`src/rtl/score_display_pkg.sv`:
```
// Shared types and constants for the score display: FSM states, digit count,
// and active-low seven-segment patterns in {g,f,e,d,c,b,a} order.
package score_display_pkg;

  typedef enum logic [1:0] {IDLE, SHIFT, LOAD} state_t;

  localparam int NUM_DIGITS = 5;
  localparam int BCD_W      = 4 * NUM_DIGITS;
  localparam int BIN_W      = 16;

  localparam logic [6:0] SEG_0     = 7'b1000000;
  localparam logic [6:0] SEG_1     = 7'b1111001;
  localparam logic [6:0] SEG_2     = 7'b0100100;
  localparam logic [6:0] SEG_3     = 7'b0110000;
  localparam logic [6:0] SEG_4     = 7'b0011001;
  localparam logic [6:0] SEG_5     = 7'b0010010;
  localparam logic [6:0] SEG_6     = 7'b0000010;
  localparam logic [6:0] SEG_7     = 7'b1111000;
  localparam logic [6:0] SEG_8     = 7'b0000000;
  localparam logic [6:0] SEG_9     = 7'b0010000;
  localparam logic [6:0] SEG_BLANK = 7'b1111111;

endpackage

```
`src/rtl/seg7_encode.sv`:
```
// Combinational BCD nibble to active-low seven-segment pattern.
// Nibbles above 9 produce a blank digit.
module seg7_encode
  import score_display_pkg::*;
(
  input  logic [3:0] nib,
  output logic [6:0] seg
);

  always_comb begin
    seg = SEG_BLANK;
    case (nib)
      4'd0:    seg = SEG_0;
      4'd1:    seg = SEG_1;
      4'd2:    seg = SEG_2;
      4'd3:    seg = SEG_3;
      4'd4:    seg = SEG_4;
      4'd5:    seg = SEG_5;
      4'd6:    seg = SEG_6;
      4'd7:    seg = SEG_7;
      4'd8:    seg = SEG_8;
      4'd9:    seg = SEG_9;
      default: seg = SEG_BLANK;
    endcase
  end

endmodule

```
`src/rtl/score_display.sv`:
```
// Score to five-digit seven-segment display (shift-add-3 BCD engine) plus hit
// acknowledge and retriggerable LED flash. Optional macro: LEADING_ZERO_BLANK_EN.
module score_display
  import score_display_pkg::*;
#(
  parameter int FLASH_CYCLES = 25000000,
  parameter int CNT_W        = 25
) (
  input  logic             clk,
  input  logic             rst,
  input  logic [BIN_W-1:0] score,
  input  logic             hit_req,
  output logic             note_hit,
  output logic             hit_led,
  output logic [6:0]       hex0,
  output logic [6:0]       hex1,
  output logic [6:0]       hex2,
  output logic [6:0]       hex3,
  output logic [6:0]       hex4,
  output logic             bcd_valid
);

  state_t             state, state_nxt;
  logic               first_cyc, start, capture, shift_en, load_en;
  logic [BIN_W-1:0]   last_score, bin_sr;
  logic [BCD_W-1:0]   bcd, bcd_adj;
  logic [4:0]         bit_cnt;
  logic [3:0]         nib_disp [NUM_DIGITS];
  logic [6:0]         seg_enc  [NUM_DIGITS];
  logic [6:0]         hex_q    [NUM_DIGITS];
  logic               hit_req_d;
  logic [CNT_W-1:0]   flash_cnt;

  function automatic logic [BCD_W-1:0] add3(input logic [BCD_W-1:0] b);
    logic [BCD_W-1:0] r;
    r = b;
    for (int i = 0; i < NUM_DIGITS; i++)
      if (b[4*i +: 4] >= 4'd5) r[4*i +: 4] = b[4*i +: 4] + 4'd3;
    return r;
  endfunction

  assign start   = first_cyc || (score != last_score);
  assign bcd_adj = add3(bcd);

  always_ff @(posedge clk or posedge rst) begin
    if (rst) state <= IDLE;
    else     state <= state_nxt;
  end

  always_comb begin
    state_nxt = state;
    case (state)
      IDLE:    if (start) state_nxt = SHIFT;
      SHIFT:   if (bit_cnt == 5'd1) state_nxt = LOAD;
      LOAD:    state_nxt = IDLE;
      default: state_nxt = IDLE;
    endcase
  end

  always_comb begin
    capture  = (state == IDLE) && start;
    shift_en = (state == SHIFT);
    load_en  = (state == LOAD);
  end

  // Conversion datapath: capture, one shift-add-3 step per cycle, then load.
  always_ff @(posedge clk or posedge rst) begin
    if (rst) begin
      first_cyc  <= 1'b1;
      last_score <= '0;
      bin_sr     <= '0;
      bcd        <= '0;
      bit_cnt    <= '0;
      bcd_valid  <= 1'b0;
      for (int i = 0; i < NUM_DIGITS; i++) hex_q[i] <= SEG_0;
    end else begin
      first_cyc <= 1'b0;
      if (capture) begin
        bin_sr     <= score;
        last_score <= score;
        bcd        <= '0;
        bit_cnt    <= 5'd16;
        bcd_valid  <= 1'b0;
      end
      if (shift_en) begin
        bcd     <= {bcd_adj[BCD_W-2:0], bin_sr[BIN_W-1]};
        bin_sr  <= {bin_sr[BIN_W-2:0], 1'b0};
        bit_cnt <= bit_cnt - 5'd1;
      end
      if (load_en) begin
        for (int i = 0; i < NUM_DIGITS; i++) hex_q[i] <= seg_enc[i];
        bcd_valid <= 1'b1;
      end
    end
  end

`ifdef LEADING_ZERO_BLANK_EN
  logic [NUM_DIGITS-1:0] lead_zero;
  // Nibble 4'hF encodes to blank; the ones digit is never blanked.
  always_comb begin
    lead_zero = '0;
    lead_zero[NUM_DIGITS-1] = (bcd[BCD_W-1 -: 4] == 4'd0);
    for (int i = NUM_DIGITS-2; i >= 1; i--)
      lead_zero[i] = lead_zero[i+1] && (bcd[4*i +: 4] == 4'd0);
    for (int i = 0; i < NUM_DIGITS; i++)
      nib_disp[i] = lead_zero[i] ? 4'hF : bcd[4*i +: 4];
  end
`else
  always_comb begin
    for (int i = 0; i < NUM_DIGITS; i++) nib_disp[i] = bcd[4*i +: 4];
  end
`endif

  for (genvar g = 0; g < NUM_DIGITS; g++) begin : g_enc
    seg7_encode u_enc (
      .nib (nib_disp[g]),
      .seg (seg_enc[g])
    );
  end

  assign hex0 = hex_q[0];
  assign hex1 = hex_q[1];
  assign hex2 = hex_q[2];
  assign hex3 = hex_q[3];
  assign hex4 = hex_q[4];

  // Hit handshake: rising-edge acknowledge and retriggerable flash counter.
  always_ff @(posedge clk or posedge rst) begin
    if (rst) begin
      hit_req_d <= 1'b0;
      note_hit  <= 1'b0;
      flash_cnt <= '0;
    end else begin
      hit_req_d <= hit_req;
      note_hit  <= hit_req && !hit_req_d;
      if (hit_req && !hit_req_d)  flash_cnt <= CNT_W'(FLASH_CYCLES);
      else if (flash_cnt != '0)   flash_cnt <= flash_cnt - 1'b1;
    end
  end

  assign hit_led = (flash_cnt != '0);

endmodule

```
`config.mk`:
```
export PLATFORM = sky130hd
export DESIGN_NAME = score_display
export DESIGN_NICKNAME = d
export VERILOG_FILES = /design/src/rtl/score_display_pkg.sv /design/src/rtl/seg7_encode.sv /design/src/rtl/score_display.sv
export SDC_FILE = /design/constraint.sdc
export NUM_CORES = 1
export LEC_CHECK = 0
export CAP_MARGIN = 40
export CORE_UTILIZATION = 35
export CTS_BUF_LIST = sky130_fd_sc_hd__clkbuf_4 sky130_fd_sc_hd__clkbuf_8
export CTS_CLUSTER_DIAMETER = 60
export CTS_CLUSTER_SIZE = 30
export DETAILED_ROUTE_END_ITERATION = 8
export GPL_ROUTABILITY_DRIVEN = 0
export SYNTH_ARGS = -nofsm -noshare
export SYNTH_HDL_FRONTEND = slang
export SYNTH_SLANG_ARGS = --single-unit
```
`constraint.sdc`:
```
create_clock -name clk -period 3.9 [get_ports clk]
set_input_delay 0.78 -clock clk [delete_from_list [all_inputs] [get_ports clk]]
set_output_delay 0.78 -clock clk [all_outputs]
set_load 0.01 [all_outputs]
```
Yosys cells after proc, flatten, opt, wreduce, memory -nomap -nowiden
Memory sizes are Yosys's and may differ from the RTL's. A register that Yosys moved wholly into a read port is not among the register bits.
Index checks and enable logic that the tools add are counted.
{ "totals": {"register_bits": 88, "rom_bits": 560, "output_inout_bits": 38, "wordCells": 61, "memories": 5} }
{ "mem_list": {"columns": ["name", "depth", "width", "read_ports", "rd_ports_with_merged_regs", "write_ports", "line_no", "source"], "rows": [
  ["(no name shown)", 16, 7, 1, 1, 0, "seg7_encode.sv:12", "case (nib)"],
  ["(no name shown)", 16, 7, 1, 1, 0, "seg7_encode.sv:12", null],
  ["(no name shown)", 16, 7, 1, 1, 0, "seg7_encode.sv:12", null],
  ["(no name shown)", 16, 7, 1, 1, 0, "seg7_encode.sv:12", null],
  ["(no name shown)", 16, 7, 1, 1, 0, "seg7_encode.sv:12", null]
]} }
{ "op_classes": {"addsub": 7, "magnitude_cmp": 5, "n_eq_ne": 6, "mux": 18, "n_reduce_logical": 10} }
{ "ops": {"columns": ["operator", "count"], "rows": [
  ["$mux W25", 2],
  ["$mux W20", 2],
  ["$mux W16", 2],
  ["$reduce_bool A25 Y1", 1],
  ["$sub A25 B1 Y25 const B", 1],
  ["$ge A4 B3 Y1 const B", 5],
  ["$add A4 B2 Y4 const B", 4],
  ["$mux W4", 4],
  ["$ne A16 B16 Y1", 1],
  ["$mux W5", 2],
  ["$reduce_bool A2 Y1", 3],
  ["$eq A5 B1 Y1 const B", 1],
  ["$sub A5 B1 Y5 const B", 1],
  ["$mux W2", 2],
  ["$pmux W2 S2", 1],
  ["$add A3 B2 Y3 const B", 1],
  ["$mux W3", 1],
  ["$eq A2 B1 Y1 const B", 1],
  ["$eq A2 B2 Y1 const B", 1],
  ["$logic_and A1 B1 Y1", 2],
  ["$logic_not A2 Y1", 1],
  ["$mux W1", 2],
  ["$ne A2 B1 Y1 const B", 1],
  ["$ne A2 B2 Y1 const B", 1],
  ["3 further kinds", 3]
]} }

Logic depth before layout (Yosys ltp)
Gate-level depths: netlist (run 1).
{ "logic_depth": {"ltp_word": 5, "mapped_depth": 8, "ltp_nobuf": 7} }

Modules after synthesis
A second synthesis (run 1) with hierarchy kept.
{ "hier_totals": {"cells_unflattened": 734, "hier_area_um2": 7154.4} }
{ "by_module_without_submodules": {"columns": ["mod", "instances", "cells_per_inst", "area_each_um2", "seq_area_each_um2"], "rows": [
  ["score_display", 1, 569, 6103.4, 3085.5],
  ["seg7_encode", 5, 33, 210.2, 0.0]
]} }

Least setup slack after synthesis (run 1)
No wires, ideal clock.
{ "synth_path": {"path_kind": "register to output", "from": "reg flash_cnt[16]", "to": "out hit_led", "arrival_ns": 1.911, "required_ns": 3.120, "slack_ns": 1.209, "path_stages_with_launch": 4, "path_buffers": 0, "path_cell_list": "dfrtp_1 or4_1 nor4_1 nand3_1"} }
{ "synth_via": {"elab_chain_len": 1} }
{ "synth_lines": {"columns": ["item", "line_no", "source"], "rows": [
  ["start: declaration", "score_display.sv:32", "logic [CNT_W-1:0] flash_cnt;"],
  ["start signal: assignment", "score_display.sv:136", "if (hit_req && !hit_req_d) flash_cnt <= CNT_W'(FLASH_CYCLES);"],
  ["start signal: assignment", "score_display.sv:137", "else if (flash_cnt != '0) flash_cnt <= flash_cnt - 1'b1;"],
  ["$reduce_bool A25 Y1", "score_display.sv:141", "assign hit_led = (flash_cnt != '0);"],
  ["end: declaration", "score_display.sv:14", "output logic hit_led,"]
]} }
No other way between the ends.

Worst setup path after layout (run 1)
{ "layout_path": {"from": "reg flash_cnt[0]", "to": "out hit_led"} }
Same word-level chain as after synthesis.

==> flow_metrics.py, run 1 <==
metrics = {
    "global_routing": {
        "gr-total-overflow": 0,
        "grt_usage_pct": 16.7,
        "grt_pass1_wl_mm": 24.8,
        "antenna_found_initial": 0,
        "grt_max_degree": 124,
        "grt_pass1_vias": 5092,
    },
    "timing": {
        "max-slew-margin-rel_pct": 43.6,
        "finalHoldViolCount": 0,
        "final.setup.tns_ns": 0,
        "layout_setup_ws_ns": 0.477,
        "fin_crit_ns": 3.42,
        "fmax_mhz": 292,
        "hold_ws_ns": 0.475,
        "skew_ns": 0.0111,
        "drv_slew": 0,
        "worst_pin_slew_ns": 0.842,
        "setup_viol": 0,
        "finalCritPeriodShare_pct": 87.8,
        "rsz0062_at_grt": "false",
    },
    "worst_setup_path": {
        "r2r_slack_ns": 1.06,
        "arrival_ns": 2.64,
        "reg2regPathDepth": 6,
        "start_kind": "register",
        "regToRegEndpoint": "flash_cnt[19]",
        "worstSetupEndpointType": "primary output",
        "crit_fanout": 7,
        "critPathKind": "register to primary output",
        "crit_required_ns": 3.12,
        "r2r-start": "flash_cnt[16]",
    },
    "cells_and_area": {
        "final_cell_area_sq_um": 7760,
        "final_util_pct": 43.0,
        "nets": 753,
        "synthToLayoutAreaGrowth_pct": 20.4,
        "n_antenna_cell": 0,
        "drive_gt1_share_pct": 10.9,
        "final_cell_count_no_fill": 943,
    },
    "floorplanning": {
        "num_rows": 49,
        "die_area_sq_um": 19000,
        "coreArea_sq_um": 18000,
        "die_y_um": 138,
        "die_w_um": 138,
        "ioPinCount": 57,
        "start_util_pct": 35.8,
    },
    "clock_network": {
        "ctsResizeCount": 0,
        "cts_setup_buffers": 0,
        "cts_buffers": 17,
        "hold_buffers": 0,
        "cts-htree-levels": 4,
        "cts_tree": "yes",
        "clk_pin_slew_ns": 0.07,
        "clockBufferDepth": 2,
        "insertion_delay_ns": 0.46,
        "cts.sinks": 123,
        "clockRootBuffer": "clkbuf_8",
    },
    "route": {
        "ant_nets": 0,
        "num_vias": 5069,
        "wl_per_cell_um": 15.5,
        "wirelength_mm": 14.6,
        "viasPerCell": 5.38,
        "drtPass1Iterations": 4,
        "drc": 0,
        "first_iter_violations": 336,
    },
    "worst_hold_path": {
        "hp-start": "hex3[6]",
        "hold_depth": 2,
        "hp-class": "register to register",
        "hold_end": "hex3[6]",
    },
    "logic_synthesis": {
        "async_reset_ff_share_pct": 100,
        "syn_area_sq_um": 6440,
        "syn_nets": 703,
        "yosysTopAreaCellShare_pct": 45.4,
        "synthTopCellsByArea": "dfrtp_1 45%, ha_1 6.4%, nand2_1 4.1%",
        "synth.largest_area_cell": "dfrtp_1",
        "ys_seq_area_share_pct": 47.9,
        "yosysUniqueCellTypes": 50,
        "avgSynthCellArea_sq_um": 9.90,
        "synth-main-ff-cell": "dfrtp_1",
        "synthCells": 651,
        "synth_edf_count": 0,
        "yosys_register_bits": 123,
        "ys_warn_count": 0,
    },
    "power": {
        "vdd.ir_drop.worst_v": 0.000330,
        "seqPwrFrac_pct": 36.7,
        "swShare_pct": 37.5,
        "p_comb_share_pct": 40.6,
        "powerDensity_nw_per_um2": 782,
        "p_total_mw": 6.07,
        "switching_power_mw": 2.27,
        "pwr-share-clk_pct": 22.7,
        "p_int_mw": 3.80,
        "p_leak_nw": 3.24,
    },
    "placed_design": {
        "dpl_cell_area_sq_um": 7280,
        "io_buffer_count": 56,
        "dpl.hpwl_mm": 9.79,
        "pre_cts_slack_ns": 0.828,
        "dp_cells": 911,
    },
    "outcome": {
        "status": "finished clean",
    },
    "job": {
        "drv_cap": 0,
    },
}
layout make-up:
type / count / area, sq um
clock buffers: 19 / 262
clock inverters: 13 / 220
fillers: 1702 / 10300
inverters: 31 / 120
multi-input cells: 462 / 3120
flip-flops and latches: 123 / 3090
well taps: 229 / 287
repair buffers: 66 / 661
routing by layer:
layer	global-route usage [%]	up-vias	share of wire [%]
met3	4.12	22	3.5
met4	6.28	0	1.6
li1	-	2436	-
met2	27.7	109	50
met1	20.8	2502	45
met5	0	-	0
critical path, cell delays in order (launching register included):
cell and delay, ns:
dfrtp_1 0.41, inv_1 0.09, ha_1 0.17, nor4b_1 0.40, and2_1 0.34, nand3_1 0.23, clkdlybuf4s50_1 0.55
synthesized netlist by cell type, types with 2 or more instances:
library cell and n:
a2111oi_0 3, a211oi_1 13, a21o_1 3, a21oi_1 42, a221o_1 15, a311oi_1 2
a31oi_1 3, and2_1 2, and3_1 17, buf_2 2, clkbuf_1 33, dfrtp_1 117
dfstp_2 6, ha_1 33, inv_1 30, mux2_2 20, mux2i_1 12, nand2_1 70
nand2b_1 12, nand3_1 8, nand4_1 4, nor2_1 29, nor3_1 13, nor4_1 5
o211ai_1 6, o21ai_0 48, o21bai_1 2, o22a_1 2, o22ai_1 7, o31ai_1 17
o32ai_1 2, or2_2 4, or3_1 9, or4_1 12, xnor2_1 30, xor2_1 4
worst max-delay path by stage:
stage / startpoint / end / depth (start not counted)
6_report: flash_cnt[0] / hit_led / 6
2_1_floorplan: flash_cnt[16] / hit_led / 3
5_1_grt: flash_cnt[16] / hit_led / 4
3_3_place_gp: score[14] / bcd[14] / 8
3_5_place_dp: score[14] / bcd[14] / 8
4_1_cts: flash_cnt[16] / hit_led / 4
flip-flops by register name (all words and copies together) (netlist names), 2 cells and up:
signal	count
bcd	20
hex0	7
state	2
last_score	16
hex3	7
hex1	7
bin_sr	16
hex2	7
hex4	7
flash_cnt	25
bit_cnt	5
layout by cell type, fill, tap and decap left out, drive strengths merged, types with 4 or more instances in the layout:
master / synthesis / layout
a211oi: 13 / 13
a21oi: 42 / 42
a221o: 15 / 15
and3: 17 / 17
buf: 2 / 10
bufinv: 0 / 6
clkbuf: 33 / 19
clkdlybuf4s50: 0 / 56
clkinv: 1 / 6
dfrtp: 117 / 117
dfstp: 6 / 6
ha: 33 / 33
inv: 30 / 29
mux2: 20 / 20
mux2i: 12 / 12
nand2: 70 / 70
nand2b: 12 / 12
nand3: 8 / 8
nand4: 4 / 4
nor2: 29 / 29
nor3: 13 / 13
nor4: 5 / 5
o211ai: 6 / 6
o21ai: 49 / 49
o22ai: 7 / 7
o31ai: 17 / 17
or2: 4 / 4
or3: 10 / 10
or4: 13 / 13
xnor2: 30 / 30
xor2: 4 / 4
kinds of logic (layout without fill, tap and decap cells):
group	Yosys count	in the layout	share of synthesized area, %
and+or+nand+nor	189	189	14.5
AOI/OAI and AO/OA	173	173	17.3
DFF	123	123	47.9
buffers and inverters	66	129	3.88
xor gates and xnor gates	34	34	4.62
adders and majority gates	33	33	6.41
muxes	32	32	5.36
other	1	1	0.0582
power groups by stage:
stage | combinational [mW] | sequential, mW | clock [mW]
floorplan | 1.79 | 2.11 | 0
global placement | 2.38 | 2.22 | 0
detailed placement | 2.46 | 2.25 | 0
CTS | 2.47 | 2.23 | 1.40
global route | 2.77 | 2.31 | 1.46
finish | 2.46 | 2.23 | 1.38
(Power assumes the default switching activity.)
==> run 2, diff against run 1 <==
--- a/config.mk
+++ b/config.mk
@@ -12,6 +12,7 @@
 export CTS_CLUSTER_SIZE = 30
 export DETAILED_ROUTE_END_ITERATION = 8
 export GPL_ROUTABILITY_DRIVEN = 0
+export PLACE_DENSITY = 0.64
 export SYNTH_ARGS = -nofsm -noshare
 export SYNTH_HDL_FRONTEND = slang
 export SYNTH_SLANG_ARGS = --single-unit
==> run 2 against run 1 <==
  * Global-route usage down 0.94 points
  * Critical endpoint unchanged
  * Hold slack improved by 0.0010 ns
  * Wire length shrank 5.9%
  * Non-clock buffer count grew 1
  * Largest cell class unchanged
==> flow_metrics.py, run 2 (synthesized netlist as in run 1, its figures left out) <==
metrics = {
    "outcome": {
        "status": "finished clean",
    },
    "worst_setup_path": {
        "cp_top_family": "simple AND/OR/NAND/NOR gates",
        "crit_required_ns": 3.12,
        "worstSetupEndpointType": "primary output",
        "critPathKind": "register to primary output",
        "cp_slowest_cell": "or4_1",
        "crit_path_max_incr_delay_ns": 0.61,
        "start_kind": "register",
        "worst-path-buf-inv": 1,
        "r2r_slack_ns": 1.21,
        "crit_fanout": 6,
        "crit_chain": "or4_1 > nor4_1 > nand3_1 > clkdlybuf4s50_1",
        "arrival_ns": 2.61,
    },
    "timing": {
        "fmax_mhz": 295,
        "worst_pin_slew_ns": 0.742,
        "finalCritPeriodShare_pct": 87.0,
        "fin_crit_ns": 3.39,
        "drv_slew": 0,
        "max-slew-margin-rel_pct": 50.6,
        "setup_viol": 0,
        "skew_ns": 0.0125,
        "rsz0062_at_grt": "false",
        "layout_setup_ws_ns": 0.508,
        "finalHoldViolCount": 0,
        "final.setup.tns_ns": 0,
    },
    "clock_network": {
        "clockBufferDepth": 2,
        "cts.sinks": 123,
        "cts_setup_buffers": 0,
        "cts_tree": "yes",
        "insertion_delay_ns": 0.44,
        "ctsResizeCount": 0,
        "clk_pin_slew_ns": 0.07,
        "cts-htree-levels": 4,
        "clockRootBuffer": "clkbuf_8",
        "hold_buffers": 0,
        "cts_buffers": 17,
    },
    "global_routing": {
        "grt_pass1_wl_mm": 23.1,
        "gr-total-overflow": 0,
        "grt_usage_pct": 15.7,
        "grt_pass1_vias": 4579,
        "grt_max_degree": 102,
        "antenna_found_initial": 0,
    },
    "cells_and_area": {
        "n_antenna_cell": 0,
        "nets": 754,
        "final_cell_mix": "117 x dfrtp_1, 69 x nand2_1, 56 x clkdlybuf4s50_1",
        "drive_gt1_share_pct": 11.0,
        "reg.largest.list": "flash_cnt x25, bcd x20",
        "largest_reg_flops": 25,
        "synthToLayoutAreaGrowth_pct": 20.1,
        "final_cell_count_no_fill": 944,
        "top_register": "flash_cnt",
        "final_cell_area_sq_um": 7740,
        "layout_commonest_cell": "dfrtp_1",
    },
    "route": {
        "wl_per_cell_um": 14.5,
        "ant_nets": 0,
        "drtPass1Iterations": 4,
        "viasPerCell": 5.20,
        "num_vias": 4906,
        "wirelength_mm": 13.7,
        "first_iter_violations": 295,
        "drc": 0,
    },
    "floorplanning": {
        "die_y_um": 138,
        "start_util_pct": 35.8,
        "ioPinCount": 57,
        "die_area_sq_um": 19000,
        "coreArea_sq_um": 18000,
        "num_rows": 49,
        "die_w_um": 138,
    },
    "placed_design": {
        "dpl.hpwl_mm": 9.16,
        "io_buffer_count": 56,
        "pre_cts_slack_ns": 0.755,
        "dpl_cell_area_sq_um": 7310,
        "dp_cells": 912,
    },
    "job": {
        "drv_cap": 0,
    },
    "power": {
        "powerDensity_nw_per_um2": 759,
        "p_leak_nw": 3.23,
        "vdd.ir_drop.worst_v": 0.000321,
        "p_total_mw": 5.87,
    },
    "worst_hold_path": {
        "hp-class": "register to register",
    },
}
-- run 2: worst min-delay path, cell delays in order, from the launching register on --
cell and delay (ns):
dfstp_2 0.37, nand2_1 0.05, o31ai_1 0.06
-- run 2: where the power goes --
part / internal, mW / switching, mW
clock: 0.713 / 0.519
combinational: 1.20 / 1.20
sequential: 1.75 / 0.497
-- run 2: through the flow --
| step | hold WS (ns) | utilization, % |
|---|---|---|
| 2_1_floorplan | 0.466 | - |
| 4_1_cts | 0.480 | 42.9 |
| 3_3_place_gp | 0.463 | 40.3 |
| 6_report | 0.476 | 42.9 |
| 5_1_grt | 0.500 | 42.9 |
| 3_5_place_dp | 0.470 | 40.6 |
-- run 2: area by class of cell --
cell class	instances	area, sq um
clock inverters	13	174
clock buffers	19	255
inverters	31	120
fillers	1743	10300
multi-input cells	462	3120
well taps	229	287
repair buffers	67	696
flip-flops and latches	123	3090
-- run 2: final timing paths --
check,to,depth (start not counted),startpoint
worst max-delay path,hit_led,4,flash_cnt[16]
worst min-delay path,hex2[6],2,hex2[6]
worst max register to register,flash_cnt[19],6,flash_cnt[16]
worst min register to register,hex2[6],2,hex2[6]
max in group asynchronous,hex1[6],3,rst
min in group asynchronous,last_score[15],2,rst
-- run 2: layer usage --
metal / track usage [%] / vias to the layer above / share of wire (%)
met4: 4.59 / 0 / 0.88
met5: 0 / - / 0
met1: 21.5 / 2374 / 50
met2: 24.1 / 77 / 46
li1: - / 2447 / -
met3: 4.42 / 8 / 3.3
